File: src/rtl/mano_seq_ctrl_if.sv
// Signal bundle between the Mano sequence controller and its datapath/memory.
// The master side is the controller; the slave side is the datapath/memory.
interface mano_seq_ctrl_if;
  logic        start;
  logic        halt_req;
  logic [7:0]  ir_q;
  logic        mem_ack;
  logic        exec_done;
  logic [3:0]  sc;
  logic [15:0] t_state;
  logic [7:0]  d_bus;
  logic        i_flag;
  logic        ld_ar_pc;
  logic        mem_rd;
  logic        ld_ir;
  logic        inc_pc;
  logic        ld_ar_ir;
  logic        ld_ar_mem;
  logic        exec_en;
  logic        halted;
  logic        timeout;

  modport master (
    input  start, halt_req, ir_q, mem_ack, exec_done,
    output sc, t_state, d_bus, i_flag, ld_ar_pc, mem_rd, ld_ir, inc_pc,
           ld_ar_ir, ld_ar_mem, exec_en, halted, timeout
  );

  modport slave (
    output start, halt_req, ir_q, mem_ack, exec_done,
    input  sc, t_state, d_bus, i_flag, ld_ar_pc, mem_rd, ld_ir, inc_pc,
           ld_ar_ir, ld_ar_mem, exec_en, halted, timeout
  );
endinterface

File: src/rtl/mano_seq_ctrl.sv
// Sequence counter and timing controller for the 8-bit Mano basic computer.
//
// state  | meaning
// IDLE   | after reset, sc=0, waits for start
// FETCH0 | T0, AR<-PC
// FETCH1 | T1, read M[AR], IR<-M[AR] and PC<-PC+1 on ack
// DECODE | T2, AR<-IR[3:0], latch opcode decode and I bit
// ADDR   | T3, first execute cycle (D7), indirect read, or empty (direct)
// EXEC   | T4+, execute until exec_done or sc reaches MAX_SC
// HALT   | stopped, sc=0, waits for start
module mano_seq_ctrl #(
  parameter int MAX_SC = 15
) (
  input logic           clk,
  input logic           rst_n,
  mano_seq_ctrl_if.master bus
);

  localparam logic [3:0] SC_LAST = 4'(MAX_SC);

  typedef enum logic [2:0] {
    IDLE   = 3'd0,
    FETCH0 = 3'd1,
    FETCH1 = 3'd2,
    DECODE = 3'd3,
    ADDR   = 3'd4,
    EXEC   = 3'd5,
    HALT   = 3'd6
  } state_t;

  state_t     state, state_nx;
  logic [3:0] sc_q, sc_nx;
  logic       timeout_q, timeout_nx;
  logic [7:0] d_q;
  logic       i_q;

  logic ld_ar_pc, mem_rd, ld_ir, inc_pc, ld_ar_ir, ld_ar_mem, exec_en;

  // The address field of IR goes straight to the datapath, not through here.
  logic unused_addr;
  assign unused_addr = ^bus.ir_q[3:0];

  // State, sequence counter and sticky timeout registers.
  always_ff @(posedge clk or negedge rst_n) begin
    if (!rst_n) begin
      state     <= IDLE;
      sc_q      <= 4'd0;
      timeout_q <= 1'b0;
    end else begin
      state     <= state_nx;
      sc_q      <= sc_nx;
      timeout_q <= timeout_nx;
    end
  end

  // Opcode decode and indirect bit, captured at T2 and held until the next T2.
  always_ff @(posedge clk or negedge rst_n) begin
    if (!rst_n) begin
      d_q <= 8'd0;
      i_q <= 1'b0;
    end else if (state == DECODE) begin
      d_q <= 8'd1 << bus.ir_q[6:4];
      i_q <= bus.ir_q[7];
    end
  end

  // Next state, next sequence count and the one-cycle strobes.
  always_comb begin
    state_nx   = state;
    timeout_nx = timeout_q;
    ld_ar_pc   = 1'b0;
    mem_rd     = 1'b0;
    ld_ir      = 1'b0;
    inc_pc     = 1'b0;
    ld_ar_ir   = 1'b0;
    ld_ar_mem  = 1'b0;
    exec_en    = 1'b0;

    case (state)
      IDLE, HALT: begin
        if (bus.start) begin
          state_nx   = FETCH0;
          timeout_nx = 1'b0;
        end
      end
      FETCH0: begin
        ld_ar_pc = 1'b1;
        state_nx = FETCH1;
      end
      FETCH1: begin
        mem_rd = 1'b1;
        if (bus.mem_ack) begin
          ld_ir    = 1'b1;
          inc_pc   = 1'b1;
          state_nx = DECODE;
        end
      end
      DECODE: begin
        ld_ar_ir = 1'b1;
        state_nx = ADDR;
      end
      ADDR: begin
        if (d_q[7]) begin
          // Register/IO instructions have no operand fetch, so T3 already executes.
          exec_en = 1'b1;
        end else if (i_q) begin
          mem_rd = 1'b1;
          if (bus.mem_ack) begin
            ld_ar_mem = 1'b1;
            state_nx  = EXEC;
          end
        end else begin
          state_nx = EXEC;
        end
      end
      EXEC: begin
        exec_en = 1'b1;
      end
      default: begin
        state_nx = IDLE;
      end
    endcase

    // Shared exit rules for any cycle with the execute phase active.
    if (exec_en) begin
      if (bus.exec_done) begin
        state_nx = bus.halt_req ? HALT : FETCH0;
      end else if (sc_q == SC_LAST) begin
        timeout_nx = 1'b1;
        state_nx   = HALT;
      end else begin
        state_nx = EXEC;
      end
    end

    // sc restarts at fetch, holds during memory waits, otherwise steps by one.
    case (state_nx)
      IDLE, FETCH0, HALT: sc_nx = 4'd0;
      default: begin
        if (state_nx == state && state != EXEC) sc_nx = sc_q;
        else                                    sc_nx = sc_q + 4'd1;
      end
    endcase
  end

  // Output mapping.
  always_comb begin
    bus.sc        = sc_q;
    bus.t_state   = (state == IDLE || state == HALT) ? 16'd0 : (16'd1 << sc_q);
    bus.d_bus     = d_q;
    bus.i_flag    = i_q;
    bus.ld_ar_pc  = ld_ar_pc;
    bus.mem_rd    = mem_rd;
    bus.ld_ir     = ld_ir;
    bus.inc_pc    = inc_pc;
    bus.ld_ar_ir  = ld_ar_ir;
    bus.ld_ar_mem = ld_ar_mem;
    bus.exec_en   = exec_en;
    bus.halted    = (state == HALT);
    bus.timeout   = timeout_q;
  end

endmodule

File: src/flat_wrapper.sv
// flat-port wrapper written by rule: the top's interface ports become plain ports
module mano_seq_ctrl_flat 
#(
  parameter int MAX_SC = 15
)
  (clk, rst_n, bus_start, bus_halt_req, bus_ir_q, bus_mem_ack, bus_exec_done, bus_sc, bus_t_state, bus_d_bus, bus_i_flag, bus_ld_ar_pc, bus_mem_rd, bus_ld_ir, bus_inc_pc, bus_ld_ar_ir, bus_ld_ar_mem, bus_exec_en, bus_halted, bus_timeout);
  mano_seq_ctrl_if bus_i ();
  input logic clk;
  input logic rst_n;
  input wire logic [$bits(bus_i.start)-1:0] bus_start;
  input wire logic [$bits(bus_i.halt_req)-1:0] bus_halt_req;
  input wire logic [$bits(bus_i.ir_q)-1:0] bus_ir_q;
  input wire logic [$bits(bus_i.mem_ack)-1:0] bus_mem_ack;
  input wire logic [$bits(bus_i.exec_done)-1:0] bus_exec_done;
  output wire logic [$bits(bus_i.sc)-1:0] bus_sc;
  output wire logic [$bits(bus_i.t_state)-1:0] bus_t_state;
  output wire logic [$bits(bus_i.d_bus)-1:0] bus_d_bus;
  output wire logic [$bits(bus_i.i_flag)-1:0] bus_i_flag;
  output wire logic [$bits(bus_i.ld_ar_pc)-1:0] bus_ld_ar_pc;
  output wire logic [$bits(bus_i.mem_rd)-1:0] bus_mem_rd;
  output wire logic [$bits(bus_i.ld_ir)-1:0] bus_ld_ir;
  output wire logic [$bits(bus_i.inc_pc)-1:0] bus_inc_pc;
  output wire logic [$bits(bus_i.ld_ar_ir)-1:0] bus_ld_ar_ir;
  output wire logic [$bits(bus_i.ld_ar_mem)-1:0] bus_ld_ar_mem;
  output wire logic [$bits(bus_i.exec_en)-1:0] bus_exec_en;
  output wire logic [$bits(bus_i.halted)-1:0] bus_halted;
  output wire logic [$bits(bus_i.timeout)-1:0] bus_timeout;
  assign bus_i.start = bus_start;
  assign bus_i.halt_req = bus_halt_req;
  assign bus_i.ir_q = bus_ir_q;
  assign bus_i.mem_ack = bus_mem_ack;
  assign bus_i.exec_done = bus_exec_done;
  assign bus_sc = bus_i.sc;
  assign bus_t_state = bus_i.t_state;
  assign bus_d_bus = bus_i.d_bus;
  assign bus_i_flag = bus_i.i_flag;
  assign bus_ld_ar_pc = bus_i.ld_ar_pc;
  assign bus_mem_rd = bus_i.mem_rd;
  assign bus_ld_ir = bus_i.ld_ir;
  assign bus_inc_pc = bus_i.inc_pc;
  assign bus_ld_ar_ir = bus_i.ld_ar_ir;
  assign bus_ld_ar_mem = bus_i.ld_ar_mem;
  assign bus_exec_en = bus_i.exec_en;
  assign bus_halted = bus_i.halted;
  assign bus_timeout = bus_i.timeout;
  mano_seq_ctrl #(.MAX_SC(MAX_SC)) u_core (.clk(clk), .rst_n(rst_n), .bus(bus_i));
endmodule
File: config.mk
export PLATFORM = sky130hd
export DESIGN_NAME = mano_seq_ctrl_flat
export DESIGN_NICKNAME = d
export VERILOG_FILES = /design/src/rtl/mano_seq_ctrl_if.sv /design/src/rtl/mano_seq_ctrl.sv /design/src/flat_wrapper.sv
export SDC_FILE = /design/constraint.sdc
export NUM_CORES = 1
export LEC_CHECK = 0
export ABC_AREA = 1
export CORE_AREA = 2 2 64 66
export CTS_CLUSTER_SIZE = 16
export DETAILED_ROUTE_END_ITERATION = 6
export DIE_AREA = 0 0 66 68
export PLACE_DENSITY = 0.68
export SETUP_SLACK_MARGIN = 0.3
export SLEW_MARGIN = 20
export SYNTH_ARGS = -nofsm -noshare
export SYNTH_HDL_FRONTEND = slang
export SYNTH_SLANG_ARGS = --single-unit
File: constraint.sdc
create_clock -name clk -period 1.4 [get_ports clk]
set_input_delay 0.28 -clock clk [delete_from_list [all_inputs] [get_ports clk]]
set_output_delay 0.28 -clock clk [all_outputs]
set_load 0.05 [all_outputs]
-- Word level (Yosys, flattened, before mapping)
Index checks and enable logic that the tools add are counted.
- register bits after elaboration: 17
- input port bits: 14
- output and inout port bits: 38
- logic and storage cells: 56
- add/subtract/negate cells: 1
- equality and inequality tests: 12
- shift-type cells: 2
- multiplexer cells: 30
- reductions and logical operators: 6
- operators with widths (kind ; count):
    two-way mux 3 bit ; 8
    case mux 3 bit (6 select lines) ; 1
    two-way mux 16 bit ; 1
    << shifter 1 x 4 -> 16 bit (first input constant) ; 1
    two-way mux 1 bit ; 15
    equality test 3 bit (second input constant) ; 4
    two-way mux 4 bit ; 2
    << shifter 1 x 3 -> 8 bit (first input constant) ; 1
    equality test 3 x 1 -> 1 bit (second input constant) ; 2
    equality test 3 x 2 -> 1 bit (second input constant) ; 2
    zero test 3 bit ; 2
    adder 4 x 1 -> 4 bit (second input constant) ; 1
    equality test 4 bit (second input constant) ; 1
    case mux 1 bit (2 select lines) ; 2
    equality test 3 bit ; 1
    inequality test 3 bit (second input constant) ; 1
    OR reduction 3 bit ; 1
    two-way mux 2 bit ; 1
    inequality test 2 bit (second input constant) ; 1
    OR reduction 2 bit ; 1
    logical AND 1 bit ; 1
    logical OR 1 bit ; 1

-- Longest topological paths before layout
- word-level depth: 9
- mapped depth: 12
- mapped depth without buffers: 11

-- Least setup slack after synthesis
OpenSTA, ideal clock, no wires.
- path kind: register -> output
- start: reg u_core.i_q, in the netlist u_core.bus.i_flag
- end: out bus_ld_ar_mem
- arrival: 2303 ps
- required time: 1120 ps
- setup slack: -1183 ps
- stages on the path, launching flop included: 3
- path buffers: 0
- path through: dfrtp_1 -> inv_1 -> nor4_1
- longest elaborated chain between the ends: 3
- ends and longest elaborated chain (element ; RTL line ; source):
    start: declaration ; mano_seq_ctrl.sv:35 ; logic i_q;
    start signal: assignment ; mano_seq_ctrl.sv:63 ; i_q <= bus.ir_q[7];
    two-way mux 1 bit ; mano_seq_ctrl.sv:106 ; end else if (i_q) begin
    two-way mux 1 bit ; mano_seq_ctrl.sv:103 ; if (d_q[7]) begin
    two-way mux 1 bit ; mano_seq_ctrl.sv:79 ; case (state)
    end: declaration ; flat_wrapper.sv:24 ; output wire logic [$bits(bus_i.ld_ar_mem)-1:0] bus_ld_ar_mem;
No other way between the ends.

-- Final worst setup path
- start: reg u_core.state[0]
- end: reg u_core.sc_q[0], in the netlist u_core.bus.sc[0]
- longest elaborated chain between the ends: 8
- elaborated cells between the ends (all ways): 25
- classes of those cells: 11 x eq/ne; 9 x mux; 5 x reduce/logical
- ends and longest elaborated chain (element ; RTL line ; source):
    start: declaration ; mano_seq_ctrl.sv:31 ; state_t state, state_nx;
    start signal: assignment ; mano_seq_ctrl.sv:50 ; state <= state_nx;
    two-way mux 3 bit ; mano_seq_ctrl.sv:108 ; if (bus.mem_ack) begin
    two-way mux 3 bit ; mano_seq_ctrl.sv:106 ;
    two-way mux 3 bit ; mano_seq_ctrl.sv:103 ;
    case mux 3 bit (6 select lines) ; mano_seq_ctrl.sv:79 ;
    two-way mux 3 bit ; mano_seq_ctrl.sv:125 ; if (exec_en) begin
    equality test 3 x 1 -> 1 bit, or another cell as far along ; mano_seq_ctrl.sv:137 ; case (state_nx)
    OR reduction 3 bit or logical AND 1 bit (tied branches) ; mano_seq_ctrl.sv:137, mano_seq_ctrl.sv:140 ;
    inequality test 2 bit (no source line) or two-way mux 4 bit (tied branches) ; n/a ;
    end signal: assignment ; mano_seq_ctrl.sv:51 ; sc_q <= sc_nx;
    end: declaration ; mano_seq_ctrl.sv:32 ; logic [3:0] sc_q, sc_nx;
Parallel ways exist; a longest one is shown, timed or not.
A chain may end at the register's enable or synchronous reset.

==> metrics.cfg <==
[outcome]
status = complete, but fails checks
violations = negative setup slack

[grt]
grt_antenna_before_repair = 0
grt_first_pass_wirelength_um = 8217
grt_pass1_vias = 1608
grt_max_degree = 18
grt-ovfl-total = 0
gr-usage-all-layers_pct = 24.15

[worst_setup_path]
end_kind = flip-flop
worstSetupPathType = flip-flop to flip-flop
startpoint_type = flip-flop
crit_arrival_ns = 2.04
critPathRequiredTime_ns = 1.54
cp_max_fo = 5

[cts]
cts.reportedPaths.clkPinSlew_ns = 0.07
clockRootBuffer = clkbuf_8
hold_buffers = 0
cts_buffer_depth = 2
tritoncts = yes
numCtsBuffers = 3
h-tree-depth = 1
insertion_delay_ns = 0.26
clock-sinks = 17

[detailed_routing]
drt_pass1_iterations = 4
vias_per_cell = 5.231
ant_nets = 0
vias = 1700
wl_um = 6401
first_iter_violations = 120
wire_per_inst_um = 19.70
drc_errors = 0

[yosys]
synthesis.area_um2 = 1291
synth.distinct_cells = 28
synth-edff-count = 0
ys_async_sr_fraction_pct = 100.0
synth-seq-area-share_pct = 32.95
post-synth-top-count-cell = nand2_1
synth_top_area_share_pct = 32.95
synth_area_leaders = dfrtp_1 (33%), nand2_1 (12%), inv_1 (6.4%), ha_1 (5.8%), nor2_1 (5.5%)
synth_area_leader_cell = dfrtp_1
syn_nets = 190
syn_inst = 170
ys.flop_type = dfrtp_1
syn_area_per_cell_um2 = 7.596
synth_seq_cells = 17
yosys-top-cells-count = nand2_1 (40), inv_1 (22), nor2_1 (19), dfrtp_1 (17), nand3_1 (11)
synth_warnings = 0

[floorplan]
die_y_um = 68
floorplan.initialDensity_pct = 33.48
core-area_um2 = 3856
dieArea_um2 = 4488
fp.dieW_um = 66
fp-row-count = 23
pin_count = 52

[pwr]
comb_power_share_pct = 82.6
p_seq_share_pct = 12.6
netSwitchingPower_uw = 4020
pwr-share-clk_pct = 4.8
swShare_pct = 50.67
p_int_uw = 3913
powerDensity_nw_per_um2 = 2424
fin_total_pwr_uw = 7933
power.leakage_uw = 0.001521
ir_worst_vdd_mv = 1.786

[sta]
holdWs_ns = 0.3503
slew_headroom_pct = 68.92
finalSetupViolations = 41
fin_skew_ns = 0.009061
clock.fmax_ghz = 0.5252
fin_ws_ns = -0.5041
slew_viol_final = 0
worstMarginPinSlew_ns = 0.4654
finalHoldViolCount = 0
post-route-period-util_pct = 136.0
rsz0062_at_grt = true
finalCriticalPeriod_ns = 1.904

[flow_run]
maxCapViolations = 0

[layout]
syn_to_final_growth_pct = 153.5
n_antenna_cell = 0
fin_nets = 296
drive_above_1_share_pct = 68.36

[min_path]
worstHoldPathType = input pin to asynchronous set/reset pin

[placed_design]
dp_hpwl_um = 3222
globalplace.congestion = 0.8261
io_buffers = 47

[cells by family (layout without fill, tap and decap cells)]
family                   count (synthesis)  after routing  synth area share [%]
buffers and inverters                   33            138                 12.01
AND/OR/NAND/NOR                         98             98                 40.02
adder cells (fa/ha/maj)                  6              6                 5.814
XOR/XNOR                                 1              1                0.6784
flip-flops                              17             17                 32.95
AO/OA/AOI/OAI                           15             15                 8.527
[power by group through the flow]
stage	combinational (uW)	clock, uW	sequential [uW]
final	6550	378	1000
after global routing	6860	401	1020
after CTS	5850	373	957
after detailed placement	4970	0	969
after global placement	4890	0	958
after floorplan	2490	0	1400
[critical path: stages (launching register included)]
cell,delay [ns]
dfrtp_2,0.46
buf_4,0.15
buf_6,0.12
o211ai_1,0.30
nand2_2,0.16
nand3_2,0.10
nand2_2,0.07
nor2_4,0.17
nand2_4,0.10
nand3_2,0.08
nand2_1,0.06
[timing repair]
action	CTS	global route
resized for setup	51	22
pin swaps	18	9
setup buffers	14	6
cloned	0	1
endpoints found under the setup margin	55	55
[area by class of cell]
class / instances / area, um2
repair buffers: 108 / 1445
multi-input cells: 120 / 1166
fillers: 169 / 583.1
flip-flops and latches: 17 / 437.9
inverters: 26 / 116.4
well taps: 50 / 62.56
clock buffers: 4 / 45.04
[final timing paths]
kind                                  endpoint  slack (ns)  cells after the start                start
setup / recovery              u_core.bus.sc[0]       -0.50                     10      u_core.state[0]
hold / removal             u_core.bus.d_bus[5]        0.35                      2                rst_n
setup reg to reg              u_core.bus.sc[0]       -0.50                     10      u_core.state[0]
hold reg to reg            u_core.bus.d_bus[3]        0.57                      2  u_core.bus.d_bus[3]
max in group asynchronous     u_core.bus.sc[3]        0.82                      2                rst_n
min in group clk           u_core.bus.d_bus[0]        0.56                      2          bus_ir_q[6]
[placed cells by master, fill, tap and decap left out]
| cell | n |
|---|---|
| dfrtp_4 | 1 |
| clkbuf_1 | 1 |
| nand2_4 | 5 |
| inv_1 | 16 |
| buf_8 | 1 |
| dlymetal6s2s_1 | 1 |
| o211ai_1 | 1 |
| o21ai_1 | 2 |
| inv_8 | 1 |
| ha_4 | 1 |
| nand4_1 | 5 |
| dfrtp_1 | 9 |
| clkinvlp_4 | 1 |
| nand3_1 | 3 |
| xor2_1 | 1 |
| nand2_2 | 14 |
| buf_6 | 19 |
| nand2_8 | 1 |
| buf_4 | 37 |
| o31ai_4 | 1 |
| nor4_4 | 1 |
| clkdlybuf4s50_1 | 8 |
| o41ai_4 | 8 |
| nor2_4 | 22 |
| dfrtp_2 | 7 |
| ha_1 | 5 |
| nand3_4 | 5 |
| or2_4 | 1 |
| clkbuf_8 | 3 |
| nor2_8 | 1 |
| o21ai_0 | 2 |
| buf_12 | 41 |
| nand3_2 | 8 |
| inv_2 | 5 |
| a21oi_1 | 1 |
| nor2_1 | 1 |
| nand2_1 | 31 |
| inv_4 | 3 |
| clkbuf_16 | 1 |
[through the flow]
stage	setup WS [ns]	instances	utilization (%)	instance area (um2)	TNS, ns
2_1_floorplan	-0.3496	170	-	1535	-6.207
3_3_place_gp	-0.3701	300	69.70	2688	-5.664
3_5_place_dp	-0.4007	300	69.70	2688	-6.808
6_report	-0.5041	325	84.88	3273	-13.07
4_1_cts	-0.4368	318	79.95	3083	-10.01
5_1_grt	-0.5721	325	84.88	3273	-14.95
[routing by layer]
metal  vias to the layer above  part of all wire, %  track usage, %
met2                        86                   55           44.32
met1                       824                   37           29.52
li1                        766                    -               -
met3                        24                  4.7           3.947
met4                         0                  3.2           6.122
met5                         -                    0               0
[flip-flops by register name (all words and copies together) (netlist names)]
signal / count
u_core.bus.i_flag: 1
u_core.bus.d_bus: 8
u_core.bus.sc: 4
u_core.state: 3
u_core.bus.timeout: 1
Power figures use the tool's default switching activity.
